[src/rtl/melody_pkg.sv]
// Shared constants for the melody sequencer: FSM encodings and sequence entry layout.
package melody_pkg;

  localparam int unsigned ENTRY_W  = 4;
  localparam int unsigned REST_BIT = 3;

  localparam logic [1:0] IDLE = 2'd0;
  localparam logic [1:0] PLAY = 2'd1;
  localparam logic [1:0] SIL  = 2'd2;

  // Extract entry idx from the packed 16-entry sequence word.
  function automatic logic [ENTRY_W-1:0] seq_entry(input logic [63:0] seq,
                                                   input logic [3:0]  idx);
    return seq[idx*ENTRY_W +: ENTRY_W];
  endfunction

endpackage

[src/rtl/melody_seq_dur_timer.sv]
// Saturating 16-bit cycle counter with terminal-count compare against a limit.
module dur_timer (
  input  logic        clk,
  input  logic        rst,
  input  logic        clr,
  input  logic [15:0] limit,
  output logic        tc
);

  logic [15:0] cnt_q, cnt_d;

  // Next count: clear on request, otherwise count up and hold at all-ones.
  always_comb begin
    cnt_d = cnt_q;
    if (clr) begin
      cnt_d = '0;
    end else if (cnt_q != '1) begin
      cnt_d = cnt_q + 16'd1;
    end
  end

  // Counter register.
  always_ff @(posedge clk) begin
    if (rst) begin
      cnt_q <= '0;
    end else begin
      cnt_q <= cnt_d;
    end
  end

  // Terminal count on the last cycle of a window of 'limit' cycles.
  assign tc = (cnt_q == limit - 16'd1);

endmodule

[src/rtl/melody_seq.sv]
// Melody sequencer: steps through packed note entries, gating one of eight
// square-wave channels onto the speaker for DUR cycles followed by GAP cycles of silence.
module melody_seq
  import melody_pkg::*;
#(
  parameter int unsigned DUR  = 4,
  parameter int unsigned GAP  = 2,
  parameter int unsigned LEN  = 8,
  parameter int unsigned LOOP = 0,
  parameter logic [63:0] SEQ  = 64'h0000_0000_7654_3210
) (
  input  logic       clk,
  input  logic       rst,
  input  logic       start,
  input  logic       stop,
  input  logic [7:0] ch,
  output logic       spk,
  output logic       busy,
  output logic [3:0] step,
  output logic       done
);

  localparam logic [3:0] LAST = 4'(LEN - 1);

  logic [1:0]         state_q, state_d;
  logic [3:0]         step_q, step_d;
  logic               spk_q, spk_d;
  logic               done_q, done_d;
  logic               adv;
  logic               tc;
  logic               clr;
  logic [15:0]        limit;
  logic [ENTRY_W-1:0] entry_d;

  // Counter restarts on every state entry; every tc in PLAY/SIL causes one.
  assign clr   = (state_q == IDLE) || tc || stop;
  assign limit = (state_q == SIL) ? 16'(GAP) : 16'(DUR);

  dur_timer u_timer (
    .clk   (clk),
    .rst   (rst),
    .clr   (clr),
    .limit (limit),
    .tc    (tc)
  );

  // Next-state, step and done decode; stop overrides everything below reset.
  always_comb begin
    state_d = state_q;
    step_d  = step_q;
    done_d  = 1'b0;
    adv     = 1'b0;
    case (state_q)
      IDLE: begin
        if (start && !stop) begin
          state_d = PLAY;
          step_d  = '0;
        end
      end
      PLAY: begin
        if (tc) begin
          if (GAP != 0) begin
            state_d = SIL;
          end else begin
            adv = 1'b1;
          end
        end
      end
      SIL: begin
        if (tc) begin
          adv = 1'b1;
        end
      end
      default: begin
        state_d = IDLE;
        step_d  = '0;
      end
    endcase
    if (adv) begin
      if (step_q != LAST) begin
        step_d  = step_q + 4'd1;
        state_d = PLAY;
      end else if (LOOP != 0) begin
        step_d  = '0;
        state_d = PLAY;
      end else begin
        step_d  = '0;
        state_d = IDLE;
        done_d  = 1'b1;
      end
    end
    if (stop) begin
      state_d = IDLE;
      step_d  = '0;
      done_d  = 1'b0;
    end
  end

  // Speaker source is chosen from the upcoming state and step so spk lines up
  // with the PLAY/SIL windows while still sampling ch one cycle early.
  always_comb begin
    entry_d = seq_entry(SEQ, step_d);
    spk_d   = 1'b0;
    if ((state_d == PLAY) && !entry_d[REST_BIT]) begin
      spk_d = ch[entry_d[2:0]];
    end
  end

  // State, step and output registers.
  always_ff @(posedge clk) begin
    if (rst) begin
      state_q <= IDLE;
      step_q  <= '0;
      spk_q   <= 1'b0;
      done_q  <= 1'b0;
    end else begin
      state_q <= state_d;
      step_q  <= step_d;
      spk_q   <= spk_d;
      done_q  <= done_d;
    end
  end

  assign spk  = spk_q;
  assign busy = (state_q != IDLE);
  assign step = step_q;
  assign done = done_q;

endmodule

[config.mk]
export PLATFORM = sky130hd
export DESIGN_NAME = melody_seq
export DESIGN_NICKNAME = d
export VERILOG_FILES = /design/src/rtl/melody_pkg.sv /design/src/rtl/melody_seq_dur_timer.sv /design/src/rtl/melody_seq.sv
export SDC_FILE = /design/constraint.sdc
export NUM_CORES = 1
export LEC_CHECK = 0
export CAP_MARGIN = 20
export CORE_MARGIN = 5
export CORE_UTILIZATION = 45
export CTS_CLUSTER_DIAMETER = 80
export DETAILED_ROUTE_END_ITERATION = 6
export DONT_BUFFER_PORTS = 1
export PLACE_DENSITY = 0.67
export SYNTH_ARGS = -nofsm -noshare
export SYNTH_HDL_FRONTEND = slang
export SYNTH_SLANG_ARGS = --single-unit
export TNS_END_PERCENT = 5
[constraint.sdc]
create_clock -name clk -period 3.5 [get_ports clk]
set_input_delay 0.525 -clock clk [delete_from_list [all_inputs] [get_ports clk]]
set_output_delay 0.525 -clock clk [all_outputs]
set_load 0.02 [all_outputs]
==> results of run 1 <==
==> worst max-delay path: cells and delay by family, from the launching register on <==
family	cells	cell delay, ns
AOI/OAI and AO/OA	4	1.35
adders and majority gates	1	0.22
buffers and inverters	2	0.27
DFF	1	0.36
muxes	2	0.42
==> how the worst max path moves through the flow <==
stage,start,end,cells past startpoint
global route,state_q[1]$_SDFF_PP0_,spk$_SDFF_PP0_,9
finish,state_q[1]$_SDFF_PP0_,spk$_SDFF_PP0_,9
global placement,state_q[1]$_SDFF_PP0_,spk$_SDFF_PP0_,9
floorplan,state_q[1]$_SDFF_PP0_,spk$_SDFF_PP0_,9
CTS,state_q[1]$_SDFF_PP0_,spk$_SDFF_PP0_,9
detailed placement,state_q[1]$_SDFF_PP0_,spk$_SDFF_PP0_,9
==> stage by stage <==
stage                     utilization  total power, mW  hold WS (ns)
after CTS                       0.483            0.447         0.241
final                           0.483            0.441         0.248
after global placement          0.472            0.296         0.524
after detailed placement        0.472            0.296         0.532
after floorplan                     -            0.296         0.504
after global routing            0.483            0.459         0.234
==> layer usage <==
layer  track usage  share of wire  up-vias
met5             0              0        -
met4        0.0744          0.024        0
met3        0.0263          0.068        7
met2         0.260           0.49       38
met1         0.173           0.42      589
li1              -              -      636
==> final cells by class <==
class,count,area [um^2]
fillers,328,1700
multi-input cells,138,977
flip-flops and latches,24,480
well taps,46,57.6
clock buffers,4,36.3
inverters,7,26.3
repair buffers,1,7.51
==> state kept, by name, indices dropped and copies added (netlist names) <==
register,count
u_timer.cnt_q,16
state_q,2
spk,1
done,1
step,4
==> cells in the mapped netlist (all sizes together) <==
cell / number
dfxtp: 24
nor2: 23
nand2: 11
nor3: 11
nand3: 10
a21oi: 7
ha: 7
inv: 7
or3: 6
xor2: 6
a211oi: 5
mux2i: 5
nand4: 5
and4: 4
nor2b: 4
nor4: 4
xnor2: 4
buf: 3
nor4b: 3
o211ai: 3
o21ai: 3
a2111oi: 2
or2b: 2
a21boi: 1
a21o: 1
a221oi: 1
a41oi: 1
and2b: 1
and3b: 1
clkbuf: 1
mux2: 1
nand2b: 1
o211a: 1
o21a: 1
o221a: 1
o2bb2a: 1
o31ai: 1
==> logic make-up after synthesis <==
group	count (synthesis)	share of synthesized area
multiplexers	6	0.0406
AND/OR/NAND/NOR	86	0.338
XOR/XNOR	10	0.0579
AO/OA/AOI/OAI	29	0.152
adder cells (fa/ha/maj)	7	0.0579
buffers and inverters	11	0.0356
flip-flops	24	0.318
==> where the power goes <==
group,internal [mW],switching (mW),total [mW]
Sequential,0.274,0.00109,0.275
Clock,0.0638,0.0870,0.151
Combinational,0.00679,0.00849,0.0153
Total,0.345,0.0966,0.441
==> impl_metrics.json, run 1 <==
{
  "synth_seq_cells": 24,
  "path_max_fanout": 4,
  "rsz0062_at_grt": "false",
  "drtIter0Drc": 50,
  "routed-via-count": 1270,
  "hold_path_end": "step[0]$_SDFF_PP0_",
  "gp_congestion": 0.898,
  "critPathCaptureType": "flop",
  "yosys.area.top_type_share": 0.318,
  "htreeDepth": 1,
  "leakage_nw": 0.513,
  "grt_pass1_vias": 1208,
  "clock_skew_ns": 0.00276,
  "hold_buffers": 0,
  "initial_core_util": 0.460,
  "die_y_um": 68.0,
  "max_stage_delay_ns": 0.47,
  "fin_ws_ns": 0.811,
  "cts.repair.resized": 0,
  "portBuffers": 0,
  "final_cell_count_no_fill": 220,
  "slew_headroom": 0.580,
  "num_rows": 21,
  "syn_nets": 192,
  "grt_pass1_wl_um": 5290,
  "viasPerCell": 5.77,
  "area_growth_pct": 4.88,
  "final_common_cell": "dfxtp_1",
  "maxSlewViolCount": 0,
  "die_width_um": 68.0,
  "synthDistinctLibCells": 50,
  "fp.dieArea_um2": 4620,
  "cp_common_cell": "inv_1",
  "post-route-period-util": 0.768,
  "irDropWorstVdd_v": 0.000150,
  "cp.required_ns": 3.76,
  "reg2regPathDepth": 9,
  "synth_warnings": 0,
  "nets": 194,
  "io_pins": 19,
  "cts-root-buf": "clkbuf_4",
  "setup_violations": 0,
  "numCtsBuffers": 3,
  "antenna_found_initial": 0,
  "track_usage": 0.149,
  "cp-start-kind": "flop",
  "num_antenna_cells": 0,
  "cts.sink_count": 24,
  "hold_viol": 0,
  "core-area_um2": 3280,
  "cp.arrival_ns": 2.95,
  "dpl.hpwl_um": 2400,
  "finalCriticalPeriod_ns": 2.69,
  "timing.rr.end": "spk$_SDFF_PP0_",
  "cts_tree": "yes",
  "r2r_start": "state_q[1]$_SDFF_PP0_",
  "final_cell_area_um2": 1590,
  "worstSkewPairLatency_ns": 0.32,
  "crit_type": "reg -> reg",
  "cap_violations": 0,
  "yosysTopAreaCell": "dfxtp_1",
  "crit_path_cell_trace": "inv_1 -> ha_1 -> inv_1 -> o31ai_1 -> o211ai_1 -> a2111oi_4 -> mux2i_1 -> mux2_2 -> a211oi_2",
  "clk_path_buf_depth": 2,
  "avgSynthCellArea_um2": 8.74,
  "hp-start": "rst",
  "setup_tns_ns": 0,
  "antenna_left": 0,
  "pre_cts_ws_ns": 0.843,
  "min_path_cells": 1,
  "post_drt_wl_per_cell_um": 14.0,
  "status": "completed",
  "drt-pass1-iter-count": 4,
  "synth_area_leaders": "dfxtp_1 32%, ha_1 5.8%, nor2_1 5.7%",
  "netlist_area_um2": 1510,
  "reg2reg_slack_ns": 0.81,
  "layout-drive-gt1-share": 0.115,
  "drc": 0,
  "place_area_um2": 1550,
  "dpl.cell_count": 216,
  "worst_pin_slew_ns": 0.628,
  "grt_max_degree": 17,
  "routed_wl_um": 3080,
  "synthCells": 173,
  "final_cell_mix": "24 x dfxtp_1, 23 x nor2_1, 10 x nand2_1, 10 x nor3_1, 9 x nand3_1",
  "fmax_mhz": 372,
  "p_per_area_nw_per_um2": 278,
  "post-cts-setup-buffer-count": 0,
  "cp_slowest_cell": "a2111oi_4",
  "clkTransAtPathRegs_ns": 0.13,
  "gr-total-overflow": 0,
  "worstHoldPathType": "in -> reg",
  "seq_area_frac_synth": 0.318
}
Note: power is estimated with default switching activity, not from simulation.
==> run 2, diff against run 1 <==
- clock period: 3.5 -> 2.5 ns (I/O delays scaled with it)
==> run 2 against run 1 <==
Non-clock buffer count grew 7. Routed wire length grew 8.4%. Final cell count grew 3.2%. Final area grew 7.1%. First-iteration DRC count grew 70%. Sequential power grew 40%. Critical path depth is the same. Sequential share of layout area shrank 1.9 points. Clock skew shrank 0.0011 ns. Power grew 58%. Combinational power grew 89%.
==> impl_metrics.json, run 2 (synthesis results as in run 1) <==
{
  "status": "completed",
  "largest_reg_flops": 16,
  "fin_ws_ns": 0.0480,
  "routed-via-count": 1290,
  "area_growth_pct": 12.3,
  "final_cell_mix": "22 x nor2_1, 22 x dfxtp_1, 10 x nand2_1, 10 x nor3_1, 9 x nand3_1",
  "clk_path_buf_depth": 2,
  "finalCriticalPeriod_ns": 2.45,
  "whs_ns": 0.106,
  "crit_family": "compound AO/OA/AOI/OAI gates",
  "regMostFlops": "u_timer.cnt_q",
  "post_drt_wl_per_cell_um": 14.7,
  "clkPwrFrac": 0.405,
  "irDropWorstVdd_v": 0.000247,
  "final_cell_area_um2": 1700,
  "worst_pin_slew_ns": 0.414,
  "fp.dieArea_um2": 4620,
  "htreeDepth": 1,
  "antenna_left": 0,
  "nets": 201,
  "cp_slowest_cell": "a2111oi_4",
  "post-route-period-util": 0.981,
  "cp-start-kind": "flop",
  "dpl.hpwl_um": 2590,
  "crit_type": "reg -> reg",
  "cts_tree": "yes",
  "track_usage": 0.159,
  "p_int_uw": 560,
  "rsz0062_at_grt": "true",
  "cts.sink_count": 24,
  "grt_max_degree": 15,
  "seq_power_share": 0.554,
  "die_width_um": 68.0,
  "drc": 0,
  "place_area_um2": 1590,
  "slew_headroom": 0.724,
  "power.switching_uw": 136,
  "clock_skew_ns": 0.00168,
  "crit_path_cell_trace": "inv_2 -> ha_4 -> or2b_1 -> o31ai_4 -> o211ai_1 -> a2111oi_4 -> mux2i_1 -> mux2_4 -> a211oi_2",
  "hold_viol": 0,
  "drt-pass1-iter-count": 4,
  "viasPerCell": 5.68,
  "gp_congestion": 0.957,
  "p_per_area_nw_per_um2": 410,
  "power_frac_comb": 0.042,
  "worstSkewPairLatency_ns": 0.31,
  "numCtsBuffers": 3,
  "cp.arrival_ns": 2.70,
  "die_y_um": 68.0,
  "setup_tns_ns": 0,
  "clkTransAtPathRegs_ns": 0.13,
  "pre_cts_ws_ns": -0.0546,
  "gr-total-overflow": 0,
  "portBuffers": 0,
  "layout-drive-gt1-share": 0.199,
  "initial_core_util": 0.460,
  "io_pins": 19,
  "maxSlewViolCount": 0,
  "num_rows": 21,
  "max_stage_delay_ns": 0.52,
  "antenna_found_initial": 0,
  "core-area_um2": 3280,
  "grt_pass1_vias": 1310,
  "cap_violations": 0,
  "worstHoldPathType": "in -> reg",
  "routed_wl_um": 3330,
  "worst-path-buf-inv": 1,
  "cts-root-buf": "clkbuf_4",
  "finalPower_uw": 696,
  "cp.required_ns": 2.75,
  "setup_violations": 0,
  "switching_share": 0.195,
  "nFillCells": 305,
  "fmax_mhz": 408,
  "drtIter0Drc": 85,
  "num_antenna_cells": 0,
  "critPathCaptureType": "flop",
  "leakage_nw": 0.569,
  "path_max_fanout": 4,
  "grt_pass1_wl_um": 5590
}
## run 2: cell count changes in the layout (fill, tap and decap cells not counted), sizes merged
cell	delta
clkbuf	-1
buf	+7
bufinv	+1
## run 2: power groups by stage
stage | clock network (mW) | logic [mW] | registers [mW]
6_report | 0.282 | 0.0289 | 0.385
2_1_floorplan | 0 | 0.0212 | 0.393
3_3_place_gp | 0 | 0.0223 | 0.393
4_1_cts | 0.293 | 0.0243 | 0.385
3_5_place_dp | 0 | 0.0232 | 0.394
5_1_grt | 0.312 | 0.0313 | 0.386
## run 2: worst reg2reg max path, stage by stage, from the launching register on
cell,delay (ns)
dfxtp_2,0.39
inv_2,0.07
ha_4,0.27
or2b_1,0.27
o31ai_4,0.08
o211ai_1,0.20
a2111oi_4,0.52
mux2i_1,0.15
mux2_4,0.28
a211oi_2,0.17
## run 2: final cells by class
type                    count  area (um^2)  share of cell area
well taps                  46         57.6              0.0339
flip-flops and latches     24          483               0.284
clock inverters             1         30.0              0.0177
clock buffers               3         22.5              0.0133
multi-input cells         138         1020               0.600
repair buffers              8         60.1              0.0354
inverters                   7         26.3              0.0155
## run 2: metal layers
metal	vias up	share of wire	GRT usage	wire (um)
met5	-	0	0	0
met4	0	0.0087	0.0471	29
met3	4	0.052	0.0443	175
met2	30	0.51	0.300	1710
met1	600	0.43	0.170	1420
li1	656	-	-	-
## run 2: metrics by stage
stage	util	std cells
after CTS	0.503	226
after detailed placement	0.485	222
after global routing	0.517	227
final	0.517	227
after global placement	0.485	222
after floorplan	-	173
## run 2: final timing paths
kind                                       from                             to  cells after the start  slack [ns]
setup / recovery          state_q[1]$_SDFF_PP0_                 spk$_SDFF_PP0_                      9        0.05
hold reg to reg   u_timer.cnt_q[5]$_SDFFE_PP0P_  u_timer.cnt_q[5]$_SDFFE_PP0P_                      2        0.56
hold / removal                              rst             step[0]$_SDFF_PP0_                      1        0.11
setup reg to reg          state_q[1]$_SDFF_PP0_                 spk$_SDFF_PP0_                      9        0.05
## run 2: timing repair
item / 4_1_cts / 5_1_grt
pin swaps: 0 / 1
resized for setup: 2 / 10
hold buffers: 0 / 0
buffers inserted: 0 / 1
endpoints found under the setup margin: 1 / 1
==> run 3, diff against run 2 <==
- RECOVER_POWER: default -> 50
==> run 3 against run 2 <==
Register-to-register slack barely moved. Count of clock-buffer cells in the layout did not move. Via count rose by 0.85%. Maximum frequency fell by 0.14%. Routed wire length barely moved. Final cell count did not move. Sequential share of layout area rose by 0.19 points. Critical path type unchanged. Sequential power barely moved. Power barely moved.
==> impl_metrics.json, run 3 (synthesis results as in run 1) <==
{
  "finalCriticalPeriod_ns": 2.46,
  "p_per_area_nw_per_um2": 413,
  "clk_path_buf_depth": 2,
  "routed_wl_um": 3330,
  "setup_violations": 0,
  "die_width_um": 68.0,
  "track_usage": 0.159,
  "num_antenna_cells": 0,
  "worst-path-buf-inv": 1,
  "die_y_um": 68.0,
  "irDropWorstVdd_v": 0.000247,
  "hold_viol": 0,
  "htreeDepth": 1,
  "post-route-period-util": 0.982,
  "worstHoldPathType": "in -> reg",
  "drtIter0Drc": 96,
  "antenna_left": 0,
  "final_cell_mix": "22 x nor2_1, 22 x dfxtp_1, 10 x nand2_1, 10 x nor3_1, 9 x nand3_1",
  "cts-root-buf": "clkbuf_4",
  "slew_headroom": 0.703,
  "io_pins": 19,
  "multiInputGateArea_um2": 1020,
  "cap_violations": 0,
  "cts_tree": "yes",
  "core-area_um2": 3280,
  "setup_tns_ns": 0,
  "status": "completed",
  "nets": 201,
  "fp.dieArea_um2": 4620,
  "viasPerCell": 5.73,
  "hold_buffers": 0,
  "grt_max_degree": 15,
  "max_stage_delay_ns": 0.52,
  "reg2regPathDepth": 9,
  "area_growth_pct": 11.6,
  "critPathCaptureType": "flop",
  "maxSlewViolCount": 0,
  "drt-pass1-iter-count": 4,
  "finish.utilization": 0.514,
  "fmax_mhz": 407,
  "gr-total-overflow": 0,
  "clkTransAtPathRegs_ns": 0.13,
  "largest_reg_flops": 16,
  "routed-via-count": 1301,
  "nFillCells": 308,
  "crit_family": "compound AO/OA/AOI/OAI gates",
  "final_cell_area_um2": 1690,
  "crit_path_cell_trace": "inv_2 -> ha_4 -> or2b_1 -> o31ai_4 -> o211ai_1 -> a2111oi_4 -> mux2i_1 -> mux2_4 -> a211oi_2",
  "crit_cells": 9,
  "gp_congestion": 0.957,
  "cts.sink_count": 24,
  "initial_core_util": 0.460,
  "post_drt_wl_per_cell_um": 14.7,
  "min_path_cells": 1,
  "place_area_um2": 1590,
  "num_rows": 21,
  "grt_pass1_wl_um": 5590,
  "antenna_found_initial": 0,
  "rsz0062_at_grt": "true",
  "drc": 0,
  "dpl.hpwl_um": 2590,
  "worstSkewPairLatency_ns": 0.31,
  "numCtsBuffers": 3,
  "leakage_nw": 0.556,
  "cp-start-kind": "flop",
  "regMostFlops": "u_timer.cnt_q",
  "cp_slowest_cell": "a2111oi_4",
  "path_max_fanout": 4,
  "layout-drive-gt1-share": 0.182,
  "worst_pin_slew_ns": 0.445,
  "portBuffers": 0,
  "cp.required_ns": 2.75,
  "grt_pass1_vias": 1310,
  "clock_skew_ns": 0.00169,
  "cp.arrival_ns": 2.71,
  "crit_type": "reg -> reg",
  "seqCellArea_um2": 483
}
[run 3: cell count changes in the layout (fill, tap and decap cells not counted)]
cell      before  now
buf_4          8    5
clkbuf_1       0    3
[run 3: report_power, final]
part | switching (mW) | total, mW | internal [mW]
sequential | 0.00162 | 0.385 | 0.384
clock | 0.120 | 0.282 | 0.162
combinational | 0.0146 | 0.0289 | 0.0143
[run 3: final timing paths]
| check | slack [ns] | to | startpoint |
|---|---|---|---|
| worst max-delay path | 0.04 | spk$_SDFF_PP0_ | state_q[1]$_SDFF_PP0_ |
| worst min register to register | 0.56 | u_timer.cnt_q[5]$_SDFFE_PP0P_ | u_timer.cnt_q[5]$_SDFFE_PP0P_ |
| worst max register to register | 0.04 | spk$_SDFF_PP0_ | state_q[1]$_SDFF_PP0_ |
| worst min-delay path | 0.11 | step[0]$_SDFF_PP0_ | rst |
[run 3: layout make-up]
type | instances | share of cell area
clock buffers | 3 | 0.0134
clock inverters | 1 | 0.0178
inverters | 7 | 0.0156
repair buffers | 8 | 0.0289
multi-input cells | 138 | 0.604
well taps | 46 | 0.0341
flip-flops and latches | 24 | 0.286
[run 3: worst reg2reg max path: cells and delay by family, from the launching register on]
kind	cells	cell delay [ns]
multiplexers	2	0.43
AND/OR/NAND/NOR	1	0.27
AO/OA/AOI/OAI	4	0.97
buffers and inverters	1	0.07
flip-flops	1	0.39
adder cells (fa/ha/maj)	1	0.27
[run 3: what timing repair did]
action | in CTS | in global routing
endpoints found under the setup margin | 1 | 1
gates resized for setup | 2 | 10
pin swaps | 0 | 1
hold endpoints to repair | 0 | 0
buffers inserted | 0 | 1
[run 3: metal layers]
layer	track usage	vias to the layer above	wire [um]
li1	-	656	-
met1	0.170	604	1410
met2	0.300	37	1710
met3	0.0443	4	189
met4	0.0471	0	29
met5	0	-	0
[run 3: per-stage QoR]
| stage | worst slack (ns) | power, mW | instances | hold WS (ns) |
|---|---|---|---|---|
| after floorplan | 0.169 | 0.414 | 173 | 0.447 |
| after global routing | -0.0795 | 0.729 | 227 | 0.0654 |
| after global placement | -0.00551 | 0.416 | 222 | 0.451 |
| after CTS | 0.00430 | 0.702 | 226 | 0.0928 |
| after detailed placement | -0.0546 | 0.417 | 222 | 0.450 |
| final | 0.0445 | 0.696 | 227 | 0.106 |
